## src/rtl/pipelined_controller.sv

```systemverilog
// Pipelined MIPS control unit: decodes in ID and carries the control word through
// the ID/EX, EX/MEM and MEM/WB registers, with stall, flush and multi-cycle multiply hold.
module pipelined_controller #(
  parameter int ALUOP_W     = 5,
  parameter int BJ_W        = 3,
  parameter int MUL_LATENCY = 4,
  parameter int CNT_W       = 3
) (
  input  logic               Clk,
  input  logic               Reset_n,
  input  logic [5:0]         Opcode,
  input  logic [5:0]         Funct,
  input  logic               IdValid,
  input  logic               Stall,
  input  logic               Flush,
  output logic               ExRegDst,
  output logic               ExALUSource,
  output logic               ExZeroExtend,
  output logic               ExMulOp,
  output logic               ExJalBit,
  output logic [ALUOP_W-1:0] ExALUOp,
  output logic [BJ_W-1:0]    ExBranchJump,
  output logic               MemRead,
  output logic               MemWrite,
  output logic [1:0]         MemDataType,
  output logic               WbRegWrite,
  output logic               WbMemToReg,
  output logic               WbJalBit,
  output logic               MulBusy,
  output logic               IdStall
);

  typedef struct packed {
    logic               reg_dst;
    logic               alu_src;
    logic               mem_to_reg;
    logic               reg_write;
    logic               mem_read;
    logic               mem_write;
    logic [BJ_W-1:0]    bj;
    logic [ALUOP_W-1:0] alu_op;
    logic               mul_op;
    logic               zero_ext;
    logic [1:0]         dtype;
    logic               jal;
  } ctrl_t;

  typedef struct packed {
    logic       mem_read;
    logic       mem_write;
    logic [1:0] dtype;
    logic       reg_write;
    logic       mem_to_reg;
    logic       jal;
  } mem_ctrl_t;

  typedef struct packed {
    logic reg_write;
    logic mem_to_reg;
    logic jal;
  } wb_ctrl_t;

  localparam logic [CNT_W-1:0] MUL_LAST = CNT_W'(MUL_LATENCY - 1);

  // ALU-immediate group shares everything except ALUOp and the sign/zero extension choice.
  function automatic ctrl_t imm_alu(input logic [4:0] op5, input logic ze);
    ctrl_t c;
    c            = '0;
    c.reg_dst    = 1'b1;
    c.alu_src    = 1'b1;
    c.mem_to_reg = 1'b1;
    c.reg_write  = 1'b1;
    c.alu_op     = ALUOP_W'(op5);
    c.zero_ext   = ze;
    return c;
  endfunction

  function automatic ctrl_t load_op(input logic [1:0] dt, input logic rd);
    ctrl_t c;
    c           = '0;
    c.reg_dst   = rd;
    c.alu_src   = 1'b1;
    c.reg_write = 1'b1;
    c.mem_read  = 1'b1;
    c.alu_op    = ALUOP_W'(5'b00010);
    c.dtype     = dt;
    return c;
  endfunction

  function automatic ctrl_t store_op(input logic [1:0] dt);
    ctrl_t c;
    c           = '0;
    c.alu_src   = 1'b1;
    c.mem_write = 1'b1;
    c.alu_op    = ALUOP_W'(5'b00010);
    c.dtype     = dt;
    return c;
  endfunction

  function automatic ctrl_t branch_op(input logic [2:0] bj3, input logic [4:0] op5);
    ctrl_t c;
    c        = '0;
    c.bj     = BJ_W'(bj3);
    c.alu_op = ALUOP_W'(op5);
    return c;
  endfunction

  function automatic ctrl_t decode(input logic [5:0] op, input logic [5:0] fn, input logic vld);
    ctrl_t c;
    c = '0;
    if (vld) begin
      case (op)
        6'b000000: begin
          c.mem_to_reg = 1'b1;
          c.reg_write  = 1'b1;
          c.mul_op     = (fn == 6'b011000) || (fn == 6'b011001);
        end
        6'b011100: begin
          c.mem_to_reg = 1'b1;
          c.reg_write  = 1'b1;
          c.alu_op     = ALUOP_W'(5'b01000);
          c.mul_op     = 1'b1;
        end
        6'b011111: begin
          c.mem_to_reg = 1'b1;
          c.reg_write  = 1'b1;
          c.alu_op     = ALUOP_W'(5'b01001);
        end
        6'b001000: c = imm_alu(5'b00010, 1'b0);
        6'b001001: c = imm_alu(5'b00111, 1'b1);
        6'b001100: c = imm_alu(5'b00001, 1'b1);
        6'b001101: c = imm_alu(5'b00011, 1'b1);
        6'b001110: c = imm_alu(5'b00100, 1'b1);
        6'b001010: c = imm_alu(5'b00101, 1'b0);
        6'b001011: c = imm_alu(5'b01011, 1'b1);
        6'b100011: c = load_op(2'b10, 1'b1);
        6'b100001: c = load_op(2'b01, 1'b0);
        6'b100000: c = load_op(2'b00, 1'b0);
        6'b101011: c = store_op(2'b10);
        6'b101001: c = store_op(2'b01);
        6'b101000: c = store_op(2'b00);
        6'b001111: begin
          c.reg_write = 1'b1;
          c.mem_read  = 1'b1;
          c.alu_op    = ALUOP_W'(5'b00010);
        end
        6'b000100: c = branch_op(3'b001, 5'b00001);
        6'b000101: c = branch_op(3'b010, 5'b00001);
        6'b000001: c = branch_op(3'b100, 5'b00000);
        6'b000111: c = branch_op(3'b101, 5'b00000);
        6'b000110: c = branch_op(3'b110, 5'b00000);
        6'b000010: c = branch_op(3'b011, 5'b00000);
        6'b000011: begin
          c           = branch_op(3'b011, 5'b10000);
          c.reg_write = 1'b1;
          c.jal       = 1'b1;
        end
        default: c = '0;
      endcase
    end else begin
      c = '0;
    end
    return c;
  endfunction

  logic             idex_valid_q, idex_valid_d;
  ctrl_t            idex_ctrl_q, idex_ctrl_d;
  logic             exmem_valid_q, exmem_valid_d;
  mem_ctrl_t        exmem_ctrl_q, exmem_ctrl_d;
  logic             memwb_valid_q, memwb_valid_d;
  wb_ctrl_t         memwb_ctrl_q, memwb_ctrl_d;
  logic [CNT_W-1:0] mul_cnt_q, mul_cnt_d;
  logic             mul_busy_s;
  ctrl_t            id_ctrl_s;

  assign id_ctrl_s  = decode(Opcode, Funct, IdValid);
  assign mul_busy_s = idex_valid_q & idex_ctrl_q.mul_op & (mul_cnt_q != MUL_LAST);

  // ID/EX next state: a running multiply holds the slot and outranks flush and stall.
  always_comb begin
    idex_valid_d = idex_valid_q;
    idex_ctrl_d  = idex_ctrl_q;
    if (mul_busy_s) begin
      idex_valid_d = idex_valid_q;
      idex_ctrl_d  = idex_ctrl_q;
    end else if (Flush || Stall) begin
      idex_valid_d = 1'b0;
      idex_ctrl_d  = '0;
    end else begin
      idex_valid_d = IdValid;
      idex_ctrl_d  = id_ctrl_s;
    end
  end

  // Downstream stages always advance; they take a bubble behind a stalled EX.
  always_comb begin
    exmem_valid_d = 1'b0;
    exmem_ctrl_d  = '0;
    memwb_valid_d = 1'b0;
    memwb_ctrl_d  = '0;
    mul_cnt_d     = {CNT_W{1'b0}};
    if (idex_valid_q && !mul_busy_s) begin
      exmem_valid_d           = 1'b1;
      exmem_ctrl_d.mem_read   = idex_ctrl_q.mem_read;
      exmem_ctrl_d.mem_write  = idex_ctrl_q.mem_write;
      exmem_ctrl_d.dtype      = idex_ctrl_q.dtype;
      exmem_ctrl_d.reg_write  = idex_ctrl_q.reg_write;
      exmem_ctrl_d.mem_to_reg = idex_ctrl_q.mem_to_reg;
      exmem_ctrl_d.jal        = idex_ctrl_q.jal;
    end else begin
      exmem_valid_d = 1'b0;
      exmem_ctrl_d  = '0;
    end
    if (exmem_valid_q) begin
      memwb_valid_d           = 1'b1;
      memwb_ctrl_d.reg_write  = exmem_ctrl_q.reg_write;
      memwb_ctrl_d.mem_to_reg = exmem_ctrl_q.mem_to_reg;
      memwb_ctrl_d.jal        = exmem_ctrl_q.jal;
    end else begin
      memwb_valid_d = 1'b0;
      memwb_ctrl_d  = '0;
    end
    if (mul_busy_s) begin
      mul_cnt_d = mul_cnt_q + {{(CNT_W-1){1'b0}}, 1'b1};
    end else begin
      mul_cnt_d = {CNT_W{1'b0}};
    end
  end

  // Stage registers and multiply counter.
  always_ff @(posedge Clk or negedge Reset_n) begin
    if (!Reset_n) begin
      idex_valid_q  <= 1'b0;
      idex_ctrl_q   <= '0;
      exmem_valid_q <= 1'b0;
      exmem_ctrl_q  <= '0;
      memwb_valid_q <= 1'b0;
      memwb_ctrl_q  <= '0;
      mul_cnt_q     <= {CNT_W{1'b0}};
    end else begin
      idex_valid_q  <= idex_valid_d;
      idex_ctrl_q   <= idex_ctrl_d;
      exmem_valid_q <= exmem_valid_d;
      exmem_ctrl_q  <= exmem_ctrl_d;
      memwb_valid_q <= memwb_valid_d;
      memwb_ctrl_q  <= memwb_ctrl_d;
      mul_cnt_q     <= mul_cnt_d;
    end
  end

  // An invalid stage presents all-zero control to the datapath.
  assign ExRegDst     = idex_valid_q & idex_ctrl_q.reg_dst;
  assign ExALUSource  = idex_valid_q & idex_ctrl_q.alu_src;
  assign ExZeroExtend = idex_valid_q & idex_ctrl_q.zero_ext;
  assign ExMulOp      = idex_valid_q & idex_ctrl_q.mul_op;
  assign ExJalBit     = idex_valid_q & idex_ctrl_q.jal;
  assign ExALUOp      = idex_valid_q ? idex_ctrl_q.alu_op : {ALUOP_W{1'b0}};
  assign ExBranchJump = idex_valid_q ? idex_ctrl_q.bj : {BJ_W{1'b0}};
  assign MemRead      = exmem_valid_q & exmem_ctrl_q.mem_read;
  assign MemWrite     = exmem_valid_q & exmem_ctrl_q.mem_write;
  assign MemDataType  = exmem_valid_q ? exmem_ctrl_q.dtype : 2'b00;
  assign WbRegWrite   = memwb_valid_q & memwb_ctrl_q.reg_write;
  assign WbMemToReg   = memwb_valid_q & memwb_ctrl_q.mem_to_reg;
  assign WbJalBit     = memwb_valid_q & memwb_ctrl_q.jal;
  assign MulBusy      = mul_busy_s;
  assign IdStall      = mul_busy_s | Stall;

endmodule

```

## config.mk

```make
export PLATFORM = sky130hd
export DESIGN_NAME = pipelined_controller
export DESIGN_NICKNAME = d
export VERILOG_FILES = /design/src/rtl/pipelined_controller.sv
export SDC_FILE = /design/constraint.sdc
export NUM_CORES = 1
export LEC_CHECK = 0
export CAP_MARGIN = 20
export CORE_MARGIN = 1.5
export CORE_UTILIZATION = 47
export CTS_BUF_LIST = sky130_fd_sc_hd__clkbuf_2 sky130_fd_sc_hd__clkbuf_4 sky130_fd_sc_hd__clkbuf_8
export DETAILED_ROUTE_END_ITERATION = 8
export PLACE_DENSITY = 0.78
export SLEW_MARGIN = 20
export SYNTH_ARGS = -nofsm -noshare
export SYNTH_HDL_FRONTEND = slang
export SYNTH_SLANG_ARGS = --single-unit
export TNS_END_PERCENT = 5
```

## constraint.sdc

```tcl
create_clock -name Clk -period 2.2 [get_ports Clk]
set_clock_uncertainty 0.15 [all_clocks]
set_input_delay 0.44 -clock Clk [delete_from_list [all_inputs] [get_ports Clk]]
set_output_delay 0.44 -clock Clk [all_outputs]
set_load 0.01 [all_outputs]
```

Word-level counts from Yosys, hierarchy flattened
Cells that the tools add are included.

storage, ports and cells
  input bits = 17
  output and inout bits = 22
  logic and storage cells = 100
  flip-flop bits (word level) = 35

operators by class
  bitwise logic cells = 12
  muxes and demuxes = 19
  equal/unequal tests = 26
  reductions and logical operators = 17
  add/sub/neg operators = 1

operator list
  kind                number
  $pmux 5 s10         1
  $eq 6x4->1 const B  8
  $mux 19             2
  $eq 6x6->1 const B  6
  $pmux 4 s7          1
  $eq 6x3->1 const B  4
  $eq 6x5->1 const B  4
  $pmux 4 s4          1
  $reduce_or 8->1     2
  $reduce_or 15->1    1
  $eq 6x2->1 const B  2
  $and 1x1->1         11
  $reduce_or 10->1    1
  $reduce_or 5->1     2
  $mux 3              3
  $mux 7              1
  $eq 6x1->1 const B  1
  $logic_not 6->1     1
  $mux 1              6
  $reduce_or 2->1     3
  $reduce_or 3->1     2
  $mux 5              1
  $pmux 2 s2          1
  $reduce_or 4->1     1
  8 further kinds     9

Longest topological paths before layout
Gate-level depths: netlist (run 1).

  depth in word-level cells = 5
  depth in mapped cells = 9
  depth with buffers taken out = 8

Worst setup path before layout (run 1)
Ideal clock, no wire load.

  kind = reg2reg
  from = register mul_cnt_q[0]
  to = register idex_ctrl_q[12] (netlist bit)
  path buffers = 1
  clock period less this slack = 2.150 ns
  path slack = 0.050 ns
  arrival = 1.923 ns
  data required time = 1.973 ns
  setup time = 0.077 ns
  stages on the path, launching flop included = 10
  path through = dfrtp_1 ha_1 ha_1 inv_1 nand2_4 inv_2 or4b_4 buf_6 or4_4 o21ai_1

between the ends
  word-level cells in the longest chain between the ends = 2

RTL lines
  element                 RTL line  RTL
  from (decl)             172       logic [CNT_W-1:0] mul_cnt_q, mul_cnt_d;
  from (signal assigned)  239       mul_cnt_q <= {CNT_W{1'b0}};
  from (signal assigned)  247       mul_cnt_q <= mul_cnt_d;
  $ne 3x2->1              177       assign mul_busy_s = idex_valid_q & idex_ctrl_q.mul_op & (mul_cnt_q != MUL_LAST);
  $and 1x1->1             177
  to (signal assigned)    242       idex_ctrl_q <= idex_ctrl_d;
  to (decl)               167       ctrl_t idex_ctrl_q, idex_ctrl_d;

Every way passes these cells.
A chain may end at the register's enable or synchronous reset.

Final worst setup path (run 1)
  from = register mul_cnt_q[0]
  to = register idex_ctrl_q[11] (netlist bit)

Same word-level chain as after synthesis.

==> flow_metrics.py, run 1 <==
metrics = {
    "status": {
        "status": "completed",
    },
    "routing": {
        "wirelength_mm": 3.80,
        "drc": 0,
        "routedWlPerCell_um": 13.9,
        "via_per_inst": 5.51,
        "drt_iter0_markers": 85,
        "ant_nets": 0,
        "first_pass_iters": 4,
        "vias": 1504,
    },
    "critical_path": {
        "cp-end-kind": "flip-flop",
        "path_max_fanout": 6,
        "crit_required_ps": 2270,
        "crit_path_cell_trace": "ha_1 > ha_1 > inv_2 > nand2_4 > inv_4 > or4b_4 > or4_4 > o21ai_2",
        "slowest_delay_ps": 530,
        "reg2regPathDepth": 8,
        "worst-path-buf-inv": 2,
        "cpMaxStageDelayCell": "or4b_4",
        "critPathTopFamily": "simple AND/OR/NAND/NOR gates",
        "startpoint_type": "flip-flop",
        "crit_top_cell": "ha_1",
        "critPathArrivalTime_ps": 2260,
        "cp_num_cells": 8,
        "critPathKind": "flip-flop to flip-flop",
    },
    "cells_and_area": {
        "design_area_um2": 2360,
        "drive_gt1_frac": 0.167,
        "final_cell_mix": "35 x dfrtp_1, 35 x clkdlybuf4s50_1, 30 x and2_1",
        "diodes": 0,
        "area_delta_synth_final_pct": 36.5,
        "fillers": 281,
        "multi_input_area_um2": 802,
        "layout.area.seq_um2": 876,
        "nNetsFinal": 245,
    },
    "yosys": {
        "avgSynthCellArea_um2": 9.94,
        "synthAdderAreaFrac": 0.0145,
        "synthMuxAreaShare": 0,
        "synth_fp_nets": 193,
        "synth_seq_cells": 35,
        "synth_cells": 174,
        "synthSimpleGateAreaFrac": 0.264,
        "yosysUniqueCellTypes": 40,
        "yosysWarnings": 0,
        "synth_xor_area_frac": 0.0152,
        "synth_area_um2": 1730,
        "synth-compound-area-share": 0.163,
        "async_flop_share": 1.00,
        "synth_top_family_by_area": "simple AND/OR/NAND/NOR gates",
        "ys.flop_type": "dfrtp_1",
        "yosysSeqAreaShare": 0.506,
        "synth-edff-count": 0,
    },
    "global_routing": {
        "track_usage": 0.214,
        "grt_pass1_wl_mm": 6.58,
        "grt_overflow": 0,
        "antenna_found_initial": 0,
        "grt_max_degree": 36,
        "grt_pass1_vias": 1493,
    },
    "place": {
        "place_area_um2": 2260,
        "port_buffers": 37,
        "place.gp.congestion": 0.887,
        "pre_cts_ws_ps": -67.7,
        "hpwl_mm": 2.76,
    },
    "die": {
        "fp.dieH_um": 63.7,
        "core_um2": 3440,
        "die-area_um2": 4050,
        "die_w_um": 63.7,
        "initial_core_util": 0.503,
        "ioPinCount": 39,
        "num_rows": 21,
    },
    "timing": {
        "hold_ws_ps": 299,
        "finalSetupViolCount": 0,
        "tightest_slew_ps": 653,
        "setup_tns_ps": 0,
        "fin_crit_sh": 0.995,
        "finalWorstSetupSlack_ps": 10.7,
        "slew_viol_final": 0,
        "grt_setup_unrepaired": "yes",
        "hold_viol": 0,
        "max_freq_ghz": 0.457,
        "relSlewSlack": 0.561,
        "min_period_ps": 2190,
    },
    "power": {
        "peakVddDrop_v": 0.000279,
        "powerDensity_nw_per_um2": 534,
        "total_power_mw": 1.26,
        "power.leakage_nw": 1.08,
    },
    "clocking": {
        "cts_setup_buffers": 0,
        "worstSkewPairLatency_ps": 290,
        "cts_tree": "built",
        "cts_max_level": 2,
        "cts_buffers": 5,
        "cts.sinks": 35,
        "postCtsHoldBufs": 0,
        "clkSlewWorstSetupHoldPaths_ps": 70,
        "cts_buffer_depth": 2,
        "root_buffer": "clkbuf_8",
        "cts_resized": 8,
    },
    "min_path": {
        "worstHoldPathType": "flip-flop to flip-flop",
        "min_path_cells": 1,
    },
    "job": {
        "max_cap_viol_count": 0,
    },
}
## per-layer routing
metal / share of wire / up-vias / GRT usage
li1: - / 709 / -
met1: 0.43 / 729 / 0.250
met2: 0.49 / 51 / 0.358
met3: 0.047 / 15 / 0.0518
met4: 0.037 / 0 / 0.125
met5: 0 / - / 0
## synthesized netlist by cell type (all sizes together), types with 2 or more instances
cell type   n  area (µm²)
dfrtp      35         876
and2       31         196
nand2      17        71.3
nor2       12        45.0
a32o        9        90.1
clkbuf      9        33.8
o21ai       8        40.0
a21oi       4        20.0
nand2b      4        25.0
nor3        4        20.0
a21boi      3        22.5
inv         3        11.3
nor2b       3        18.8
xnor2       3        26.3
a22o        2        17.5
a31oi       2        12.5
buf         2        15.0
ha          2        25.0
nand3b      2        15.0
nor4        2        12.5
o21bai      2        15.0
o31ai       2        15.0
## final timing paths
check / start / to / slack, ps
max in group asynchronous: Reset_n / idex_ctrl_q[3] / 1180
setup / recovery: mul_cnt_q[0] / idex_ctrl_q[11] / 10
setup reg to reg: mul_cnt_q[0] / idex_ctrl_q[11] / 10
min in group asynchronous: Reset_n / mul_cnt_q[0] / 410
hold / removal: mul_cnt_q[0] / mul_cnt_q[0] / 300
hold reg to reg: mul_cnt_q[0] / mul_cnt_q[0] / 300
## cell type report
cell class / instances / area share
Multi-Input combinational cell: 124 / 0.340
Clock inverter: 1 / 0.00212
Timing Repair Buffer: 56 / 0.220
Inverter: 4 / 0.00742
Tap cell: 46 / 0.0244
Sequential cell: 35 / 0.371
Clock buffer: 7 / 0.0355
## cells by family after synthesis
kind of cell             Yosys count
AND/OR/NAND/NOR                   81
XOR/XNOR                           3
adder cells (fa/ha/maj)            2
AO/OA/AOI/OAI                     38
flip-flops                        35
buffers and inverters             15
## where the power goes
part	switching, mW	internal (mW)	leakage, nW
Clock	0.213	0.246	0.0491
Sequential	0.00291	0.648	0.487
Combinational	0.0794	0.0706	0.541
Total	0.295	0.965	1.08
## stage by stage
step,util,std cells
finish,0.686,273
global route,0.686,273
CTS,0.686,273
detailed placement,0.658,265
global placement,0.658,265
floorplan,-,174
## worst register-to-register path, cell delays in order, from the launching register on
cell and delay, ps:
dfrtp_1 360, ha_1 160, ha_1 150, inv_2 50, nand2_4 60, inv_4 50
or4b_4 530, or4_4 460, o21ai_2 150
## state kept, by name, summed over array words and instances, names as in the netlist
signal and cells:
memwb_ctrl_q 3, idex_valid_q 1, exmem_valid_q 1, exmem_ctrl_q 7
idex_ctrl_q 19, mul_cnt_q 3, memwb_valid_q 1
Power figures use the tool's default switching activity.
==> run 2, diff against run 1 <==
--- a/config.mk
+++ b/config.mk
@@ -11,6 +11,7 @@
 export CTS_BUF_LIST = sky130_fd_sc_hd__clkbuf_2 sky130_fd_sc_hd__clkbuf_4 sky130_fd_sc_hd__clkbuf_8
 export DETAILED_ROUTE_END_ITERATION = 8
 export PLACE_DENSITY = 0.78
+export SKIP_LAST_GASP = 1
 export SLEW_MARGIN = 20
 export SYNTH_ARGS = -nofsm -noshare
 export SYNTH_HDL_FRONTEND = slang
==> run 2 against run 1 <==
  * Hold slack about the same
  * Clock power about the same
  * Setup slack got worse by 7.5 ps
  * Cell count unchanged
  * Via count decreased by 1.1%
  * Die area unchanged
  * Maximum frequency decreased by 0.34%
  * Clock-buffer cell count unchanged
  * Critical path type unchanged
==> flow_metrics.py, run 2 (synthesized netlist as in run 1, its figures left out) <==
metrics = {
    "critical_path": {
        "critPathKind": "flip-flop to flip-flop",
        "cp-end-kind": "flip-flop",
        "startpoint_type": "flip-flop",
        "r2r_start": "mul_cnt_q[0]",
        "r2r-end": "idex_ctrl_q[5]",
        "critPathArrivalTime_ps": 2210,
        "crit_required_ps": 2210,
        "path_max_fanout": 6,
        "rrSetupSlack_ps": 3,
        "reg2regPathDepth": 8,
    },
    "cells_and_area": {
        "design_area_um2": 2350,
        "fillers": 284,
        "drive_gt1_frac": 0.159,
        "reg.largest.list": "idex_ctrl_q x19, exmem_ctrl_q x7",
        "area_delta_synth_final_pct": 36.0,
        "largest_register_ff_count": 19,
        "diodes": 0,
        "final_cell_mix": "35 x dfrtp_1, 35 x clkdlybuf4s50_1, 30 x and2_1",
        "nNetsFinal": 245,
        "top_register": "idex_ctrl_q",
        "final_cells": 273,
    },
    "min_path": {
        "min-delay-start": "mul_cnt_q[0]",
        "min_path_cells": 1,
        "worstHoldEndpoint": "mul_cnt_q[0]",
        "worstHoldPathType": "flip-flop to flip-flop",
    },
    "timing": {
        "relSlewSlack": 0.568,
        "fin_crit_sh": 0.999,
        "hold_ws_ps": 299,
        "min_period_ps": 2200,
        "grt_setup_unrepaired": "yes",
        "max_freq_ghz": 0.455,
        "tightest_slew_ps": 642,
        "slew_viol_final": 0,
        "hold_viol": 0,
        "finalSetupViolCount": 0,
    },
    "clocking": {
        "cts_buffer_depth": 2,
        "postCtsHoldBufs": 0,
        "worstSkewPairLatency_ps": 280,
        "cts_buffers": 5,
        "cts_tree": "built",
        "cts.sinks": 35,
        "cts_max_level": 2,
        "clkSlewWorstSetupHoldPaths_ps": 70,
        "root_buffer": "clkbuf_8",
    },
    "routing": {
        "wl_met3_um": 167,
        "drc": 0,
        "top_layer": "met4",
        "wirelength_mm": 3.80,
        "routedWlPerCell_um": 13.9,
        "ant_nets": 0,
        "drt_iter0_markers": 65,
        "wl_met1_mm": 1.62,
        "vias": 1488,
        "via_per_inst": 5.45,
        "first_pass_iters": 4,
        "dr_wl_met2_mm": 1.87,
    },
    "die": {
        "die_w_um": 63.7,
        "fp.dieH_um": 63.7,
        "ioPinCount": 39,
        "initial_core_util": 0.503,
        "core_um2": 3440,
        "die-area_um2": 4050,
        "num_rows": 21,
    },
    "power": {
        "powerDensity_nw_per_um2": 535,
        "peakVddDrop_v": 0.000280,
        "total_power_mw": 1.26,
        "power.leakage_nw": 1.07,
    },
    "place": {
        "placedCellCount": 265,
        "place.gp.congestion": 0.887,
        "port_buffers": 37,
        "hpwl_mm": 2.76,
        "place_area_um2": 2260,
    },
    "global_routing": {
        "antenna_found_initial": 0,
        "grt_overflow": 0,
        "track_usage": 0.215,
        "grt_pass1_wl_mm": 6.60,
        "grt_max_degree": 36,
        "grt_pass1_vias": 1485,
    },
    "status": {
        "status": "completed",
    },
    "job": {
        "max_cap_viol_count": 0,
    },
}
-- run 2: what timing repair did --
item / CTS / global route
buffers inserted: 0 / 0
endpoints found under the setup margin: 5 / 9
resized for setup: 7 / 0
pin swaps: 0 / 0
-- run 2: how the worst max path moves through the flow --
stage                       from              end  slack [ps]  cells past startpoint
finish              mul_cnt_q[0]   idex_ctrl_q[5]           3                      8
global route        mul_cnt_q[0]  idex_ctrl_q[12]         -80                      8
CTS                 mul_cnt_q[0]  idex_ctrl_q[11]         -10                      8
detailed placement         Flush  idex_ctrl_q[11]         -70                      4
global placement           Flush  idex_ctrl_q[11]         -50                      4
floorplan           mul_cnt_q[0]  idex_ctrl_q[12]          50                      9
-- run 2: worst max-delay path, cell delays in order (launching register included) --
cell	delay [ps]
dfrtp_1	360
ha_1	160
ha_1	130
inv_1	60
nand2_4	70
inv_4	50
or4b_4	530
buf_4	180
o41ai_1	380
-- run 2: layout make-up --
type	instances	area [µm²]	share of cell area
Sequential cell	35	876	0.372
Multi-Input combinational cell	124	795	0.338
Timing Repair Buffer	56	519	0.221
Clock buffer	7	83.8	0.0356
Tap cell	46	57.6	0.0245
Inverter	4	17.5	0.00744
Clock inverter	1	5.00	0.00213
-- run 2: through the flow --
stage                     setup TNS, ps   util  worst slack, ps
final                                 0  0.684             3.27
after global routing               -603  0.684            -84.7
after global placement             -186  0.658            -47.4
after detailed placement           -272  0.658            -67.7
after floorplan                       0      -             50.2
after CTS                         -27.9  0.684            -13.9
-- run 2: metal layers --
layer | vias to the layer above | global-route usage
li1 | 710 | -
met1 | 713 | 0.252
met3 | 15 | 0.0518
met5 | - | 0
met4 | 0 | 0.125
met2 | 50 | 0.357
-- run 2: power by group --
part | internal (mW) | leakage [nW] | switching (mW)
Clock | 0.246 | 0.0491 | 0.212
Sequential | 0.648 | 0.487 | 0.00290
Combinational | 0.0705 | 0.539 | 0.0781
